$ cat src/rtl/time_display_scan_pkg.sv
// time_display_scan_pkg: shared constants for the 6-digit time display.
// Digit slots, field encoding and active-low 7-segment patterns (bit0 = a).
package time_display_scan_pkg;

    localparam logic [2:0] DIG_SEC_ONES  = 3'd0;
    localparam logic [2:0] DIG_SEC_TENS  = 3'd1;
    localparam logic [2:0] DIG_MIN_ONES  = 3'd2;
    localparam logic [2:0] DIG_MIN_TENS  = 3'd3;
    localparam logic [2:0] DIG_HOUR_ONES = 3'd4;
    localparam logic [2:0] DIG_HOUR_TENS = 3'd5;

    typedef enum logic [1:0] {
        F_NONE,
        F_SEC,
        F_MIN,
        F_HOUR
    } field_t;

    localparam logic [6:0] SEG_BLANK = 7'h7F;
    localparam logic [6:0] SEG_DASH  = 7'h3F;
    localparam logic [6:0] SEG_0     = 7'h40;
    localparam logic [6:0] SEG_1     = 7'h79;
    localparam logic [6:0] SEG_2     = 7'h24;
    localparam logic [6:0] SEG_3     = 7'h30;
    localparam logic [6:0] SEG_4     = 7'h19;
    localparam logic [6:0] SEG_5     = 7'h12;
    localparam logic [6:0] SEG_6     = 7'h02;
    localparam logic [6:0] SEG_7     = 7'h78;
    localparam logic [6:0] SEG_8     = 7'h00;
    localparam logic [6:0] SEG_9     = 7'h10;

    // Which time field a digit slot belongs to.
    function automatic field_t field_of_digit(input logic [2:0] idx);
        field_t f;
        unique case (idx)
            DIG_SEC_ONES, DIG_SEC_TENS:   f = F_SEC;
            DIG_MIN_ONES, DIG_MIN_TENS:   f = F_MIN;
            DIG_HOUR_ONES, DIG_HOUR_TENS: f = F_HOUR;
            default:                      f = F_NONE;
        endcase
        return f;
    endfunction

endpackage

$ cat src/rtl/time_display_scan_if.sv
// time_display_scan_if: time counts and set controls in, display drive out.
// master = time source / display board side, slave = scanner.
interface time_display_scan_if;

    logic [5:0] count_sec;
    logic [5:0] count_min;
    logic [5:0] count_hour;
    logic       load;
    logic       setting1;
    logic       setting2;
    logic       setting3;
    logic [5:0] an_n;
    logic [6:0] seg_n;
    logic       dp_n;

    modport master (
        output count_sec, count_min, count_hour,
        output load, setting1, setting2, setting3,
        input  an_n, seg_n, dp_n
    );

    modport slave (
        input  count_sec, count_min, count_hour,
        input  load, setting1, setting2, setting3,
        output an_n, seg_n, dp_n
    );

endinterface

$ cat src/rtl/time_display_scan_seg7_decode.sv
// time_display_scan_seg7_decode: BCD digit + dash flag -> active-low segments.
// Ports: i_bcd (0..9), i_dash (show g only), o_seg (a..g, bit0 = a).
module time_display_scan_seg7_decode
    import time_display_scan_pkg::*;
(
    input  logic [3:0] i_bcd,
    input  logic       i_dash,
    output logic [6:0] o_seg
);

    always_comb begin
        o_seg = SEG_BLANK;
        if (i_dash) begin
            o_seg = SEG_DASH;
        end else begin
            case (i_bcd)
                4'd0:    o_seg = SEG_0;
                4'd1:    o_seg = SEG_1;
                4'd2:    o_seg = SEG_2;
                4'd3:    o_seg = SEG_3;
                4'd4:    o_seg = SEG_4;
                4'd5:    o_seg = SEG_5;
                4'd6:    o_seg = SEG_6;
                4'd7:    o_seg = SEG_7;
                4'd8:    o_seg = SEG_8;
                4'd9:    o_seg = SEG_9;
                default: o_seg = SEG_BLANK;
            endcase
        end
    end

endmodule

$ cat src/rtl/time_display_scan.sv
// time_display_scan: scans hh:mm:ss onto a 6-digit common-anode display,
// blinking the field being set while load is high.
// Ports: clock, reset_n (async, active-low), bus (slave): counts and
// set controls in; an_n / seg_n / dp_n registered, active-low out.
// Build option DISP_12H_EN: 12-hour hours with PM dot on digit 5.
module time_display_scan
    import time_display_scan_pkg::*;
#(
    parameter int SCAN_DIV  = 25000,
    parameter int BLINK_DIV = 12500000
) (
    input  logic               clock,
    input  logic               reset_n,
    time_display_scan_if.slave bus
);

    localparam int PW = $clog2(SCAN_DIV);
    localparam int BW = $clog2(BLINK_DIV);

    logic [PW-1:0] r_presc, w_presc_nxt;
    logic [2:0]    r_idx, w_idx_nxt;
    logic [BW-1:0] r_bcnt, w_bcnt_nxt;
    logic          r_phase, w_phase_nxt;
    field_t        r_field, w_field_nxt;
    logic          r_first;
    logic [5:0]    r_sec, r_min, r_hour;
    logic [5:0]    w_sec, w_min, w_hour;
    logic          w_snap;
    field_t        w_dig_fld;
    logic [5:0]    w_val, w_disp;
    logic          w_dash, w_pm, w_blank;
    logic [3:0]    w_bcd;
    logic [6:0]    w_seg;
    logic [5:0]    w_an;
    logic          w_dp;
    logic [5:0]    r_an;
    logic [6:0]    r_seg;
    logic          r_dp;

    always_comb begin
        w_presc_nxt = r_presc + PW'(1);
        w_idx_nxt   = r_idx;
        if (r_presc == PW'(SCAN_DIV - 1)) begin
            w_presc_nxt = '0;
            w_idx_nxt   = (r_idx == DIG_HOUR_TENS) ? DIG_SEC_ONES
                                                   : r_idx + 3'd1;
        end
    end

    // Capture once per frame so all six digits agree.
    assign w_snap = r_first ||
                    (w_idx_nxt == DIG_SEC_ONES && r_idx != DIG_SEC_ONES);
    assign w_sec  = w_snap ? bus.count_sec  : r_sec;
    assign w_min  = w_snap ? bus.count_min  : r_min;
    assign w_hour = w_snap ? bus.count_hour : r_hour;

    always_comb begin
        w_field_nxt = r_field;
        w_bcnt_nxt  = r_bcnt;
        w_phase_nxt = r_phase;
        if (!bus.load) begin
            w_field_nxt = F_NONE;
            w_bcnt_nxt  = '0;
            w_phase_nxt = 1'b0;
        end else if (bus.setting1 || bus.setting2 || bus.setting3) begin
            priority case (1'b1)
                bus.setting3: w_field_nxt = F_HOUR;
                bus.setting2: w_field_nxt = F_MIN;
                default:      w_field_nxt = F_SEC;
            endcase
            w_bcnt_nxt  = '0;
            w_phase_nxt = 1'b0;
        end else if (r_field != F_NONE) begin
            if (r_bcnt == BW'(BLINK_DIV - 1)) begin
                w_bcnt_nxt  = '0;
                w_phase_nxt = ~r_phase;
            end else begin
                w_bcnt_nxt  = r_bcnt + BW'(1);
            end
        end
    end

    // Outputs are computed from next state so they line up with it.
    always_comb begin
        w_dig_fld = field_of_digit(w_idx_nxt);
        w_val     = w_hour;
        w_dash    = (w_hour > 6'd23);
        if (w_dig_fld == F_SEC) begin
            w_val  = w_sec;
            w_dash = (w_sec > 6'd59);
        end else if (w_dig_fld == F_MIN) begin
            w_val  = w_min;
            w_dash = (w_min > 6'd59);
        end
        w_disp = w_val;
        w_pm   = 1'b0;
`ifdef DISP_12H_EN
        if (w_dig_fld == F_HOUR && !w_dash) begin
            w_pm = (w_val >= 6'd12);
            if (w_val == 6'd0) begin
                w_disp = 6'd12;
            end else if (w_val > 6'd12) begin
                w_disp = w_val - 6'd12;
            end
        end
`endif
        w_bcd = w_idx_nxt[0] ? 4'(w_disp / 6'd10) : 4'(w_disp % 6'd10);
        w_blank = w_phase_nxt && (w_field_nxt == w_dig_fld);
        w_an = 6'h3F;
        // First cycle of each slot stays dark to stop ghosting.
        if (w_presc_nxt != '0 && !w_blank) begin
            w_an[w_idx_nxt] = 1'b0;
        end
        w_dp = 1'b1;
        if (w_idx_nxt == DIG_MIN_ONES || w_idx_nxt == DIG_HOUR_ONES ||
            (w_idx_nxt == DIG_HOUR_TENS && w_pm)) begin
            w_dp = 1'b0;
        end
    end

    time_display_scan_seg7_decode u_seg7 (
        .i_bcd  (w_bcd),
        .i_dash (w_dash),
        .o_seg  (w_seg)
    );

    always_ff @(posedge clock or negedge reset_n) begin
        if (!reset_n) begin
            r_presc <= '0;
            r_idx   <= DIG_SEC_ONES;
            r_first <= 1'b1;
            r_sec   <= '0;
            r_min   <= '0;
            r_hour  <= '0;
            r_an    <= 6'h3F;
            r_seg   <= SEG_BLANK;
            r_dp    <= 1'b1;
        end else begin
            r_presc <= w_presc_nxt;
            r_idx   <= w_idx_nxt;
            r_first <= 1'b0;
            r_sec   <= w_sec;
            r_min   <= w_min;
            r_hour  <= w_hour;
            r_an    <= w_an;
            r_seg   <= w_seg;
            r_dp    <= w_dp;
        end
    end

    always_ff @(posedge clock or negedge reset_n) begin
        if (!reset_n) begin
            r_field <= F_NONE;
            r_bcnt  <= '0;
            r_phase <= 1'b0;
        end else begin
            r_field <= w_field_nxt;
            r_bcnt  <= w_bcnt_nxt;
            r_phase <= w_phase_nxt;
        end
    end

    assign bus.an_n  = r_an;
    assign bus.seg_n = r_seg;
    assign bus.dp_n  = r_dp;

endmodule

$ cat src/flat_wrapper.sv
// flat-port wrapper written by rule: the top's interface ports become plain ports
module time_display_scan_flat import time_display_scan_pkg::*;
#(
    parameter int SCAN_DIV  = 25000,
    parameter int BLINK_DIV = 12500000
)
  (clock, reset_n, bus_count_sec, bus_count_min, bus_count_hour, bus_load, bus_setting1, bus_setting2, bus_setting3, bus_an_n, bus_seg_n, bus_dp_n);
  time_display_scan_if bus_i ();
  input  logic clock;
  input  logic reset_n;
  input wire logic [$bits(bus_i.count_sec)-1:0] bus_count_sec;
  input wire logic [$bits(bus_i.count_min)-1:0] bus_count_min;
  input wire logic [$bits(bus_i.count_hour)-1:0] bus_count_hour;
  input wire logic [$bits(bus_i.load)-1:0] bus_load;
  input wire logic [$bits(bus_i.setting1)-1:0] bus_setting1;
  input wire logic [$bits(bus_i.setting2)-1:0] bus_setting2;
  input wire logic [$bits(bus_i.setting3)-1:0] bus_setting3;
  output wire logic [$bits(bus_i.an_n)-1:0] bus_an_n;
  output wire logic [$bits(bus_i.seg_n)-1:0] bus_seg_n;
  output wire logic [$bits(bus_i.dp_n)-1:0] bus_dp_n;
  assign bus_i.count_sec = bus_count_sec;
  assign bus_i.count_min = bus_count_min;
  assign bus_i.count_hour = bus_count_hour;
  assign bus_i.load = bus_load;
  assign bus_i.setting1 = bus_setting1;
  assign bus_i.setting2 = bus_setting2;
  assign bus_i.setting3 = bus_setting3;
  assign bus_an_n = bus_i.an_n;
  assign bus_seg_n = bus_i.seg_n;
  assign bus_dp_n = bus_i.dp_n;
  time_display_scan #(.SCAN_DIV(SCAN_DIV), .BLINK_DIV(BLINK_DIV)) u_core (.clock(clock), .reset_n(reset_n), .bus(bus_i));
endmodule
$ cat config.mk
export PLATFORM = sky130hd
export DESIGN_NAME = time_display_scan_flat
export DESIGN_NICKNAME = d
export VERILOG_FILES = /design/src/rtl/time_display_scan_pkg.sv /design/src/rtl/time_display_scan_if.sv /design/src/rtl/time_display_scan_seg7_decode.sv /design/src/rtl/time_display_scan.sv /design/src/flat_wrapper.sv
export SDC_FILE = /design/constraint.sdc
export NUM_CORES = 1
export LEC_CHECK = 0
export ABC_CLOCK_PERIOD_IN_PS = 9600
export CAP_MARGIN = 20
export CORE_MARGIN = 10
export CORE_UTILIZATION = 62
export DETAILED_ROUTE_END_ITERATION = 10
export PLACE_DENSITY = 0.95
export REMOVE_ABC_BUFFERS = 1
export SLEW_MARGIN = 10
export SYNTH_ARGS = -nofsm -noshare
export SYNTH_HDL_FRONTEND = slang
export SYNTH_HIERARCHICAL = 1
export SYNTH_SLANG_ARGS = --single-unit
$ cat constraint.sdc
create_clock -name clock -period 9.6 [get_ports clock]
set_input_delay 0.96 -clock clock [delete_from_list [all_inputs] [get_ports clock]]
set_output_delay 0.96 -clock clock [all_outputs]
set_load 0.02 [all_outputs]
## Word-level counts from Yosys, hierarchy flattened

Memories as Yosys holds them, arrays and structs flattened.
Cells that the tools add are included.

- Output and inout port bits: 14
- Logic and storage cells: 82
- Memory bits (read-only): 112
- Memories kept: 1
- Input port bits: 24
- Bits in registers: 78

- $add $sub $neg: 3
- Equality and inequality tests: 12
- Magnitude comparators: 5
- Reduce and logical (&&, ||, !) cells: 16
- Div/mod/pow operators: 2
- Muxes and demuxes: 29
- Bitwise operators: 2

Memory list:

| name | depth | bits a word | rd ports | clocked after Yosys merged registers in | wr ports | line | text |
|---|---|---|---|---|---|---|---|
| (name not given) | 16 | 7 | 1 | 0 | 0 | time_display_scan_seg7_decode.sv:16 | `case (i_bcd)` |

Operators by type and width:

| operator | count |
|---|---|
| $mux 24 | 4 |
| $mux 6 | 6 |
| $add 24x1->24 const B | 1 |
| $eq 24x24->1 const B | 1 |
| $add 15x1->15 const B | 1 |
| $eq 15x15->1 const B | 1 |
| $mux 15 | 1 |
| $reduce_bool 15->1 | 1 |
| $gt 6x6->1 const B | 2 |
| $eq 3x3->1 const B | 3 |
| $mux 1 | 8 |
| $mux 2 | 4 |
| $mux 7 | 1 |
| $div 6x4->6 const B | 1 |
| $eq 3x2->1 const B | 2 |
| $gt 6x5->1 const B | 1 |
| $mod 6x4->6 const B | 1 |
| $mux 3 | 2 |
| $not 6->6 | 1 |
| $pmux 2 s3 | 1 |
| $reduce_or 2->1 | 3 |
| $logic_and 1x1->1 | 4 |
| $logic_or 1x1->1 | 4 |
| $lt 3x4->1 const B | 1 |
| other kinds (14) | 14 |

## Logic depth before layout (Yosys ltp)

Gate-level depths: netlist of run 1.
An unclocked memory read counts as a cell.

- Word-level depth: 13
- Gate-level depth with buffers: 19
- Mapped depth without buffers: 16

## Modules after synthesis

The synthesis of run 1 kept the hierarchy.

Modules (own cells, without submodules):

| module | instances | cells each | area each (um^2) | seq. area each (um^2) |
|---|---|---|---|---|
| time_display_scan | 1 | 442 | 4331.7 | 1970.6 |
| time_display_scan_seg7_decode | 1 | 34 | 236.5 | 0.0 |

## Worst setup path before layout of run 1

Ideal clock, no wire load.

- Path kind: input-to-reg
- From: input bus_count_hour[4]
- To: register u_core.r_seg[6] (netlist: u_core/bus.seg_n[6])
- Stages: 14
- Library setup time: 0.117 ns
- Required time: 9.483 ns
- Data arrival time: 3.875 ns
- Path buffers: 1
- Path slack: 5.608 ns
- Path through: mux2i_1 -> nor2b_1 -> mux2_4 -> or4b_4 -> buf_6 -> nand2_1 -> inv_1 -> a211oi_1 -> ha_1 -> mux2_1 -> o21ai_1 -> nand2b_4 -> o22ai_1 -> nor2_1

- Cells in the longest elaborated chain, start to end: 7
- Elaborated cells on any way between the ends: 11
- Those cells by class: 2 x div; 1 x order compare; 7 x mux; 1 x memory

Ends and longest elaborated chain:

| element | line | text |
|---|---|---|
| start: declaration | flat_wrapper.sv:13 | `input wire logic [$bits(bus_i.count_hour)-1:0] bus_count_hour;` |
| $mux 6 (*) | time_display_scan.sv:55 | `assign w_hour = w_snap ? bus.count_hour : r_hour;` |
| $mux 6 (*) | time_display_scan.sv:91 | `end else if (w_dig_fld == F_MIN) begin` |
| $mux 6 (*) | time_display_scan.sv:88 | `if (w_dig_fld == F_SEC) begin` |
| $mod 6x4->6 / $div 6x4->6 (equally long branches) | time_display_scan.sv:107 | `w_bcd = w_idx_nxt[0] ? 4'(w_disp / 6'd10) : 4'(w_disp % 6'd10);` |
| $mux 4 (*) | time_display_scan.sv:107 |  |
| via u_core.w_bcd[2] | time_display_scan.sv:32 | `logic [3:0] w_bcd;` |
| $mem_v2 16x7 (*) | - |  |
| $mux 7 (*) | time_display_scan_seg7_decode.sv:13 | `if (i_dash) begin` |
| via u_core.w_seg[6] | time_display_scan.sv:33 | `logic [6:0] w_seg;` |
| end signal: assignment | time_display_scan.sv:146 | `r_seg <= w_seg;` |
| end: declaration | time_display_scan.sv:37 | `logic [6:0] r_seg;` |

The timed path passes the listed nets; every way through them passes the cells marked *.
A chain may end at the register's enable or synchronous reset.

## Final worst setup path of run 1

- From: register u_core.r_presc[0]
- To: register u_core.r_seg[0] (netlist: u_core/bus.seg_n[0])

- Cells in the longest elaborated chain, start to end: 12
- Elaborated cells on any way between the ends: 31
- Those cells by class: 2 x div; 3 x order compare; 8 x eq/ne; 11 x mux; 6 x reduce/logical; 1 x memory

Ends and longest elaborated chain:

| element | line | text |
|---|---|---|
| start: declaration | time_display_scan.sv:20 | `logic [PW-1:0] r_presc, w_presc_nxt;` |
| start signal: assignment | time_display_scan.sv:139 | `r_presc <= w_presc_nxt;` |
| $eq 15x15->1 (*) | time_display_scan.sv:43 | `if (r_presc == PW'(SCAN_DIV - 1)) begin` |
| $mux 3 (*) | time_display_scan.sv:43 |  |
| $eq 3x3->1 (tied with other cells) | - |  |
| $reduce_or 2->1 / $logic_and 1x1->1 (equally long branches) | time_display_scan_pkg.sv:35, time_display_scan.sv:52 |  |
| $pmux 2 s3 / $logic_or 1x1->1 (equally long branches) | time_display_scan_pkg.sv:35, time_display_scan.sv:51 |  |
| $eq 2x2->1 (tied with other cells) | time_display_scan.sv:91 |  |
| $mux 6 | time_display_scan.sv:91 |  |
| $mux 6 | time_display_scan.sv:88 |  |
| $mod 6x4->6 / $div 6x4->6 (equally long branches) | time_display_scan.sv:107 |  |
| $mux 4 (*) | time_display_scan.sv:107 |  |
| via u_core.w_bcd[3] | time_display_scan.sv:32 |  |
| $mem_v2 16x7 (*) | - |  |
| $mux 7 (*) | time_display_scan_seg7_decode.sv:13 |  |
| via u_core.w_seg[0] | time_display_scan.sv:33 |  |

Marked as above.

==> flow_summary_export.csv, run 1 <==
group,metric,value,unit
synth,synth_ff_type,"dfrtp_1",
setup_path,reg2reg_depth,17,
synth,synth.area.top_cells,"dfrtp_1 (35%), dfstp_2 (8.6%), nor2_1 (5.7%), mux2_2 (4.7%), mux2i_1 (4.4%)",
setup_path,arrival,5.00,ns
setup_path,cp_max_fo,16,
setup_path,cp_slowest_cell,"or4b_4",
placement,place_area,5000,sq um
global_route,antenna_found_initial,0,
synth,ys_async_sr_fraction,100,%
setup_path,path_cells,"ha_1 > and4b_4 > and4_4 > mux2_4 > or4b_4 > nand2_1 > inv_1 > a211oi_1 > ha_1 > inv_1 > xnor2_1 > a221oi_1 > a311oi_1 > buf_2 > or2b_1 > o21ai_0 > a21oi_1",
synth,ys_seq_area_share,43.1,%
power_and_ir_drop,clkPwrFrac,30.7,%
finish,fin_area,5190,sq um
floorplanning,rows,31,
setup_path,worst_r2r_endpoint,"u_core/bus.seg_n[0]",
setup_path,crit_type,"flop to flop",
timing,finalCriticalPeriod,4.73,ns
drt,route.detailed.drc,0,
placement,portBuffers,37,
setup_path,crit_family,"simple AND/OR/NAND/NOR gates",
power_and_ir_drop,p_total,0.778,mW
timing,holdWs,0.508,ns
setup_path,reg2reg_slack,4.87,ns
power_and_ir_drop,ir_drop,0.000191,V
global_route,grt_max_degree,79,
global_route,overflow,0,
synth,ys_types,65,
setup_path,crit_path_end_kind,"flop",
finish,syn_to_final_growth,13.6,%
clock_tree,clock-sinks,78,
floorplanning,start_util,63.3,%
clock_tree,post-cts-setup-buffers,0,
synth,ys_ff_latch,78,
global_route,grt_use_total,17.8,%
power_and_ir_drop,p_seq_share,47.5,%
floorplanning,die_height,106,um
setup_path,critPathMaxStageDelay,0.59,ns
global_route,grt_pass1_wl,16.7,mm
synth,ys_warn_count,6,
floorplanning,pin_count,38,
timing,hold_viol_final,0,
drt,vias,3648,
global_route,grt_pass1_vias,3745,
run_status,status,"finished, final reports clean",
power_and_ir_drop,p_leak,2.13,nW
synth,synth_area_leader_cell,"dfrtp_1",
setup_path,worstSetupStartpointType,"flop",
clock_tree,root_buffer,"clkbuf_8",
drt,vias_per_cell,5.93,
clock_tree,path_clk_slew,0.08,ns
clock_tree,tritoncts,"yes",
timing,drv_slew,0,
timing,setup-tns-final,0,ns
timing,fin_worst_skew,0.0148,ns
synth,synth.cell_area,4570,sq um
run,maxCapViolations,0,
setup_path,crit_buf_inv,3,
drt,dr.first_iter.drc_count,210,
clock_tree,ctsHoldBuffers,0,
power_and_ir_drop,p_comb_share,21.9,%
clock_tree,clock_path_buffers,2,
finish,drive_gt1_share,14.0,%
timing,finalCritPeriodShare,49.3,%
clock_tree,htreeDepth,3,
synth,synthCells,476,
setup_path,critPathLaunch,"u_core/r_presc[0]",
setup_path,critPathRequiredTime,9.87,ns
synth,synth-edff-count,0,
timing,rsz0062_at_grt,"no",
timing,tightest_slew,0.943,ns
synth,avgSynthCellArea,9.60,sq um
min_path,min_path_type,"flop to flop",
placement,place_inst,598,
timing,max_freq,211,MHz
clock_tree,cts_resized,0,
synth,synth_top_area_share,34.5,%
floorplanning,dieArea,11200,sq um
power_and_ir_drop,powerDensity,150,nW/um^2
setup_path,reg2reg_from,"u_core/r_presc[0]",
drt,ant_nets,0,
finish,antennaDiodeCount,0,
drt,routedWlPerCell,16.0,um
floorplanning,die_x,106,um
timing,slew_headroom,37.2,%
setup_path,crit_path_end,"u_core/bus.seg_n[0]",
floorplanning,fp.coreArea,7210,sq um
setup_path,cp_num_cells,17,
clock_tree,clkLatencyLatePin,0.35,ns
finish,nets,543,
drt,drt-pass1-iter-count,5,
finish,final_cells,615,
power_and_ir_drop,switchingPower,0.222,mW
power_and_ir_drop,netSwitchingFraction,28.6,%
placement,gp_congestion,0.914,
clock_tree,cts_buffers,9,
power_and_ir_drop,power.internal,0.556,mW
placement,dp_hpwl,7.20,mm
timing,finalSetupViolations,0,
drt,routed_wl,9.87,mm
## worst register-to-register path: stages (launching register included)
cell and delay [ns]:
dfrtp_1 0.42, ha_1 0.26, and4b_4 0.26, and4_4 0.38
mux2_4 0.33, or4b_4 0.59, nand2_1 0.22, inv_1 0.11
a211oi_1 0.31, ha_1 0.22, inv_1 0.10, xnor2_1 0.22
a221oi_1 0.11, a311oi_1 0.36, buf_2 0.26, or2b_1 0.28
o21ai_0 0.12, a21oi_1 0.11
## cell usage after synthesis (2+ instances only)
library cell and count:
nor2_1 69, dfrtp_1 63, nand2_1 33, o21ai_0 22, xor2_1 22, xnor2_1 21, mux2i_1 20, inv_1 19
mux2_2 19, nand3_1 18, a21oi_1 16, dfstp_2 15, nand4_1 14, clkbuf_1 10, ha_1 8, nor2b_1 8
nor3_1 8, and3_1 5, nand2b_1 5, nor4b_1 5, or3_1 5, nor4_1 4, and2_1 3, buf_2 3
buf_6 3, nand4b_1 3, nor3b_1 3, o22ai_1 3, a21oi_2 2, a22o_1 2, a31oi_1 2, and4_1 2
buf_1 2, mux4_2 2, nand3b_1 2, o21a_1 2, o21bai_1 2, o311ai_0 2, o31ai_1 2, or2_2 2
## logic make-up (layout without fill, tap and decap cells)
family | count (synthesis) | in the layout | synth area share (%)
other | 1 | 1 | 0.0821
DFF | 78 | 78 | 43.1
and+or+nand+nor | 200 | 200 | 23.0
AOI/OAI and AO/OA | 66 | 66 | 9.12
muxes | 43 | 43 | 10.6
adders and majority gates | 8 | 8 | 2.19
xor gates and xnor gates | 43 | 43 | 8.24
buffers and inverters | 37 | 77 | 3.62
## state kept, by name, indices dropped and copies added (netlist names)
name	count
u_core/r_sec	6
u_core/r_hour	6
u_core/r_field	2
u_core/r_first	1
u_core/r_idx	3
u_core/r_phase	1
u_core/r_bcnt	24
u_core/r_presc	15
u_core/r_min	6
u_core/bus.dp_n	1
u_core/bus.an_n	6
u_core/bus.seg_n	7
## power by group through the flow
stage | Clock, mW | Combinational (mW) | Sequential (mW)
after floorplan | 0 | 0.0833 | 0.394
after global placement | 0 | 0.160 | 0.376
after detailed placement | 0 | 0.169 | 0.376
after CTS | 0.246 | 0.170 | 0.370
after global routing | 0.259 | 0.187 | 0.372
final | 0.239 | 0.170 | 0.369
## worst min-delay path by stage
stage | start | endpoint | slack (ns) | depth (start not counted)
2_1_floorplan | u_core/r_sec[0] | u_core/r_sec[0] | 0.47 | 2
3_3_place_gp | u_core/r_sec[0] | u_core/r_sec[0] | 0.48 | 2
3_5_place_dp | u_core/r_sec[0] | u_core/r_sec[0] | 0.49 | 2
4_1_cts | u_core/r_sec[1] | u_core/r_sec[1] | 0.51 | 1
5_1_grt | u_core/r_sec[1] | u_core/r_sec[1] | 0.52 | 1
6_report | u_core/r_sec[1] | u_core/r_sec[1] | 0.51 | 1
## final cells by class
cell class / instances / area, sq um
Clock buffer: 10 / 128
Clock inverter: 6 / 62.6
Fill cell: 517 / 2020
Inverter: 19 / 71.3
Multi-Input combinational cell: 361 / 2430
Sequential cell: 78 / 1970
Tap cell: 99 / 124
Timing Repair Buffer: 42 / 403
## stage by stage
stage                     util, %  setup WS [ns]
after detailed placement     69.3           4.23
after floorplan                 -           5.04
after global routing         72.0           4.57
after global placement       69.3           4.56
final                        72.0           4.87
after CTS                    71.9           4.57
## cells in the final DEF (no fill, tap or decap), types with 3 or more instances in the layout
cell type,synthesis,layout
o21ai_0,22,22
mux2_2,19,19
nand2_1,33,33
nand2b_1,5,5
or3_1,5,5
clkinvlp_4,0,3
mux2i_1,20,20
ha_1,8,8
nand4b_1,3,3
and2_1,3,3
clkbuf_8,0,9
nor4_1,4,4
nand3_1,18,18
and3_1,5,5
nor4b_1,5,5
a21oi_1,16,16
xnor2_1,21,21
dfstp_2,15,15
dfrtp_1,63,63
nor2_1,69,69
nor3_1,8,8
nor3b_1,3,3
clkdlybuf4s50_1,0,36
buf_4,0,5
inv_1,19,19
xor2_1,22,22
o22ai_1,3,3
nor2b_1,8,8
nand4_1,14,14
## routing by layer
metal / share of wire (%) / wire length, um / GRT usage [%]
met5: 0 / 0 / 0
met4: 2.5 / 248 / 6.29
met3: 4.7 / 463 / 5.18
met2: 52 / 5180 / 32.6
met1: 40 / 3970 / 18.9
Power figures use the tool's default switching activity.
==> inputs of run 2 (changes only) <==
- ABC_CLOCK_PERIOD_IN_PS: 9600 -> 4110
- CORE_UTILIZATION: 62 -> 53
- PLACE_DENSITY: 0.95 -> 0.89
- clock period: 9.6 -> 4.11 ns (I/O delays scaled with it)
==> run 2 against run 1 <==
Against the previous run: sequential cell count unchanged; worst setup slack got worse by 4.8 ns; clock power up 130%; critical path depth decreased by 1; utilization shrank 6.3 points; non-clock buffer count is 25 higher; final cell count increased by 5.0%; global-route usage shrank 1.2 points; first-iteration DRC count up 15%; critical path type unchanged.
==> flow_summary_export.csv, run 2 (synthesis results as in run 1) <==
group,metric,value,unit
run_status,status,"finished, final reports clean",
drt,vias_per_cell,5.93,
timing,fin_worst_skew,0.0109,ns
finish,mostFrequentLayoutCells,"nor2_1 (69), dfrtp_1 (63), clkdlybuf4s50_1 (36)",
setup_path,crit_path_end_kind,"flop",
setup_path,path_cells,"buf_4 > mux2i_1 > nor2_1 > mux2i_1 > or4b_4 > xnor2_2 > nor2_1 > a211oi_2 > ha_2 > inv_2 > nor2_1 > o21ai_0 > a311oi_2 > or2b_1 > o22ai_1 > nand2b_1",
clock_tree,clock-sinks,78,
finish,drive_gt1_share,20.3,%
global_route,grt_pass1_wl,17.9,mm
finish,antennaDiodeCount,0,
clock_tree,tritoncts,"yes",
run,maxCapViolations,0,
placement,portBuffers,37,
floorplanning,fp.coreArea,8300,sq um
setup_path,reg2reg_from,"u_core/r_first",
floorplanning,die_x,113,um
clock_tree,clock_path_buffers,2,
power_and_ir_drop,p_total,1.84,mW
setup_path,crit_family,"simple AND/OR/NAND/NOR gates",
floorplanning,rows,33,
global_route,grt_pass1_vias,3843,
setup_path,critPathRequiredTime,4.41,ns
finish,syn_to_final_growth,19.4,%
clock_tree,cts_buffers,9,
setup_path,crit_buf_inv,2,
setup_path,cpMostUsedCell,"nor2_1",
global_route,antenna_found_initial,0,
timing,hold_viol_final,0,
setup_path,crit_type,"flop to flop",
floorplanning,pin_count,38,
power_and_ir_drop,p_leak,2.27,nW
power_and_ir_drop,ir_drop,0.000304,V
drt,ant_nets,0,
timing,finalCriticalPeriod,4.01,ns
min_path,min_path_type,"primary input to asynchronous set/reset pin",
drt,route.detailed.drc,0,
setup_path,cp_max_fo,8,
timing,finalCritPeriodShare,97.5,%
placement,dp_hpwl,7.71,mm
global_route,grt_use_total,16.6,%
clock_tree,ctsHoldBuffers,0,
placement,gp_congestion,0.903,
timing,slew_headroom,37.1,%
setup_path,worst_r2r_endpoint,"u_core/bus.seg_n[2]",
finish,fin_util,65.7,%
clock_tree,htreeDepth,3,
drt,routed_wl,10.7,mm
floorplanning,start_util,55.0,%
setup_path,reg2reg_depth,16,
global_route,grt_max_degree,79,
drt,vias,3832,
clock_tree,path_clk_slew,0.08,ns
finish,fill_cells,631,
drt,drt-pass1-iter-count,5,
timing,drv_slew,0,
setup_path,cp_slowest_cell,"dfstp_2",
timing,finalSetupViolations,0,
power_and_ir_drop,powerDensity,337,nW/um^2
placement,place_area,5190,sq um
setup_path,critPathMaxStageDelay,0.65,ns
clock_tree,clkLatencyLatePin,0.37,ns
clock_tree,root_buffer,"clkbuf_8",
finish,fin_area,5450,sq um
timing,tightest_slew,0.940,ns
drt,dr.first_iter.drc_count,241,
drt,routedWlPerCell,16.6,um
finish,final_common_cell,"nor2_1",
global_route,overflow,0,
setup_path,worstSetupStartpointType,"flop",
finish,largest-register,"u_core/r_bcnt",
finish,largest_reg_flops,24,
timing,max_freq,250,MHz
floorplanning,dieArea,12700,sq um
floorplanning,die_height,113,um
finish,nets,568,
setup_path,reg2reg_slack,0.10,ns
setup_path,arrival,4.31,ns
==> run 2: worst max path at each step <==
stage / to / from / slack (ns) / cells after the start
2_1_floorplan: u_core/bus.seg_n[2] / u_core/r_presc[0] / -0.45 / 16
4_1_cts: u_core/bus.seg_n[2] / u_core/r_presc[4] / 0.04 / 15
3_5_place_dp: u_core/bus.seg_n[2] / bus_count_hour[4] / -0.12 / 16
6_report: u_core/bus.seg_n[2] / u_core/r_first / 0.10 / 16
5_1_grt: u_core/bus.seg_n[2] / u_core/r_first / -0.04 / 16
3_3_place_gp: u_core/bus.seg_n[0] / bus_count_hour[4] / 0.07 / 16
==> run 2: what timing repair did <==
item / 4_1_cts / 5_1_grt
gates cloned: 0 / 0
endpoints found under the setup margin: 6 / 7
pin swaps: 0 / 7
buffers inserted: 0 / 1
gates resized for setup: 1 / 16
==> run 2: area by class of cell <==
class	instances	area, sq um	share of cell area [%]
repair buffers	67	597	10.9
clock inverters	7	57.6	1.06
clock buffers	9	124	2.27
multi-input cells	361	2500	45.9
flip-flops and latches	78	1970	36.1
well taps	105	131	2.41
inverters	19	71.3	1.31
==> run 2: power breakdown <==
group / switching (mW) / internal [mW]
logic: 0.231 / 0.206
registers: 0.0209 / 0.841
clock network: 0.312 / 0.227
==> run 2: routing by layer <==
metal / vias to the layer above / wire length [um] / GRT usage [%]
met1: 1892 / 4290 / 18.5
met3: 23 / 533 / 4.81
li1: 1794 / - / -
met5: - / 0 / 0
met2: 123 / 5740 / 29.8
met4: 0 / 184 / 4.91
==> run 2: metrics by stage <==
step	hold WS, ns	std cells	setup slack (ns)	TNS, ns
after floorplan	0.115	458	-0.451	-2.68
after global placement	0.484	629	0.0696	0
after detailed placement	0.493	629	-0.121	-0.650
after CTS	0.217	645	0.0444	0
after global routing	0.240	646	-0.0394	-0.142
final	0.185	646	0.104	0
==> inputs of run 3 (changes only) <==
- CELL_PAD_IN_SITES_DETAIL_PLACEMENT: default -> 1
- CELL_PAD_IN_SITES_GLOBAL_PLACEMENT: default -> 2
- CORE_UTILIZATION: 53 -> 34
==> run 3 against run 2 <==
Against the previous run: the run now ends with hold timing left; count of clock-buffer cells in the layout rose by 3; highest routed layer unchanged; utilization fell by 21 points; via count rose by 0.60%; largest cell class unchanged; sequential cell count did not move; hold slack got worse by 0.19 ns.
==> flow_summary_export.csv, run 3 (synthesis results as in run 1) <==
group,metric,value,unit
drt,vias,3855,
global_route,overflow,0,
timing,fin_worst_skew,0.00645,ns
timing,hold_viol_final,1,
timing,max_freq,249,MHz
run,maxCapViolations,0,
placement,gp_congestion,0.863,
finish,mostFrequentLayoutCells,"nor2_1 (67), dfrtp_1 (63), buf_4 (44)",
drt,routed_wl,12.7,mm
power_and_ir_drop,p_total,2.23,mW
global_route,antenna_found_initial,0,
finish,largest-register,"u_core/r_bcnt",
timing,drv_slew,0,
setup_path,worstSetupStartpointType,"flop",
placement,portBuffers,37,
drt,ant_nets,0,
drt,routedWlPerCell,17.3,um
setup_path,crit_path_end_kind,"flop",
power_and_ir_drop,ir_drop,0.000230,V
timing,finalCriticalPeriod,4.02,ns
floorplanning,fp.coreArea,13200,sq um
timing,slew_headroom,38.6,%
clock_tree,root_buffer,"clkbuf_16",
power_and_ir_drop,p_leak,2.48,nW
setup_path,cp_max_fo,6,
run_status,status,"complete, but fails checks",
timing,rsz0062_at_grt,"yes",
clock_tree,clock_path_buffers,2,
finish,nets,586,
floorplanning,die_height,136,um
power_and_ir_drop,powerDensity,376,nW/um^2
floorplanning,rows,42,
min_path,min_path_type,"primary input to asynchronous set/reset pin",
placement,place_inst,700,
finish,drive_gt1_share,23.8,%
clock_tree,path_clk_slew,0.06,ns
setup_path,crit_type,"flop to flop",
clock_tree,tritoncts,"yes",
timing,tightest_slew,0.919,ns
floorplanning,die_x,136,um
clock_tree,cts_buffers,9,
floorplanning,pin_count,38,
drt,drt-pass1-iter-count,6,
setup_path,arrival,4.29,ns
floorplanning,start_util,34.6,%
timing,finalSetupViolations,0,
timing,finalCritPeriodShare,97.7,%
drt,route.detailed.drc,0,
finish,fill_cells,1499,
drt,vias_per_cell,5.24,
finish,final_cells,735,
global_route,grt_pass1_vias,4181,
timing,holdWs,-0.000429,ns
clock_tree,clkLatencyLatePin,0.34,ns
clock_tree,clock-sinks,78,
finish,largest_reg_flops,24,
finish,syn_to_final_growth,29.6,%
setup_path,critPathRequiredTime,4.38,ns
global_route,grt_use_total,13.7,%
placement,dp_hpwl,8.95,mm
finish,regArea,1970,sq um
clock_tree,htreeDepth,3,
finish,antennaDiodeCount,0,
global_route,grt_pass1_wl,20.6,mm
drt,dr.first_iter.drc_count,224,
finish,multi_input_area,2560,sq um
floorplanning,dieArea,18500,sq um
global_route,grt_max_degree,79,
finish,final_common_cell,"nor2_1",
run_status,violations,"hold timing",
[run 3: worst paths after layout]
kind | startpoint | to | slack [ns] | cells past startpoint
min in group clock | u_core/r_sec[1] | u_core/r_sec[1] | 0.51 | 1
worst max register to register | u_core/r_presc[1] | u_core/bus.seg_n[2] | 0.09 | 18
worst min-delay path | reset_n | u_core/r_presc[13] | -0.0004 | 1
max in group asynchronous | reset_n | u_core/bus.seg_n[5] | 3.48 | 2
worst min register to register | u_core/r_sec[1] | u_core/r_sec[1] | 0.51 | 1
worst max-delay path | u_core/r_presc[1] | u_core/bus.seg_n[2] | 0.09 | 18
[run 3: layout make-up]
| type | instances | share of cell area, % |
|---|---|---|
| clock buffer | 12 | 4.33 |
| clock inverter | 4 | 1.16 |
| inverter | 19 | 1.20 |
| multi-input combinational | 361 | 43.2 |
| sequential | 78 | 33.3 |
| tap | 176 | 3.72 |
| timing repair buffer | 85 | 13.1 |
[run 3: per-layer routing]
| layer | GRT usage, % | vias up | routed length, um |
|---|---|---|---|
| met5 | 0 | - | 0 |
| met4 | 3.61 | 0 | 210 |
| met3 | 3.87 | 23 | 466 |
| met2 | 24.0 | 59 | 6660 |
| met1 | 16.0 | 1952 | 5410 |
| li1 | - | 1821 | - |
[run 3: repair_timing]
item	4_1_cts	5_1_grt
endpoints found under the setup margin	6	7
cloned	0	1
setup buffers	4	13
pin swaps	1	15
endpoints found under the hold margin	0	0
hold buffers	0	0
gates resized for setup	3	26
[run 3: worst max-delay path, cell delays in order (launching register included)]
cell and delay, ns:
dfrtp_1 0.38, ha_2 0.21, and4b_4 0.19, and4_4 0.21, buf_4 0.16, and3_1 0.21
or4b_4 0.62, nand2_1 0.13, inv_1 0.08, a211oi_2 0.29, ha_2 0.23, inv_2 0.06
xnor2_2 0.14, a221oi_2 0.08, a311oi_2 0.27, buf_4 0.19, or2b_1 0.26, o22ai_1 0.17
nand2b_1 0.08
[run 3: power breakdown]
| group | total, mW | internal [mW] | switching (mW) | leakage (nW) |
|---|---|---|---|---|
| combinational | 0.486 | 0.234 | 0.253 | 1.34 |
| clock | 0.879 | 0.562 | 0.317 | 0.160 |
| sequential | 0.862 | 0.842 | 0.0194 | 0.978 |
[run 3: through the flow]
step / hold WS [ns] / util [%] / setup WS, ns / setup TNS (ns) / cell area, sq um
floorplan: 0.115 / - / -0.451 / -2.68 / 4470
global placement: 0.486 / 40.0 / 0.00735 / 0 / 5280
detailed placement: 0.491 / 40.0 / -0.168 / -0.634 / 5280
CTS: 0.288 / 42.9 / 0.0114 / 0 / 5660
global route: 0.0128 / 44.9 / -0.154 / -0.811 / 5920
finish: -0.000429 / 44.9 / 0.0940 / 0 / 5920
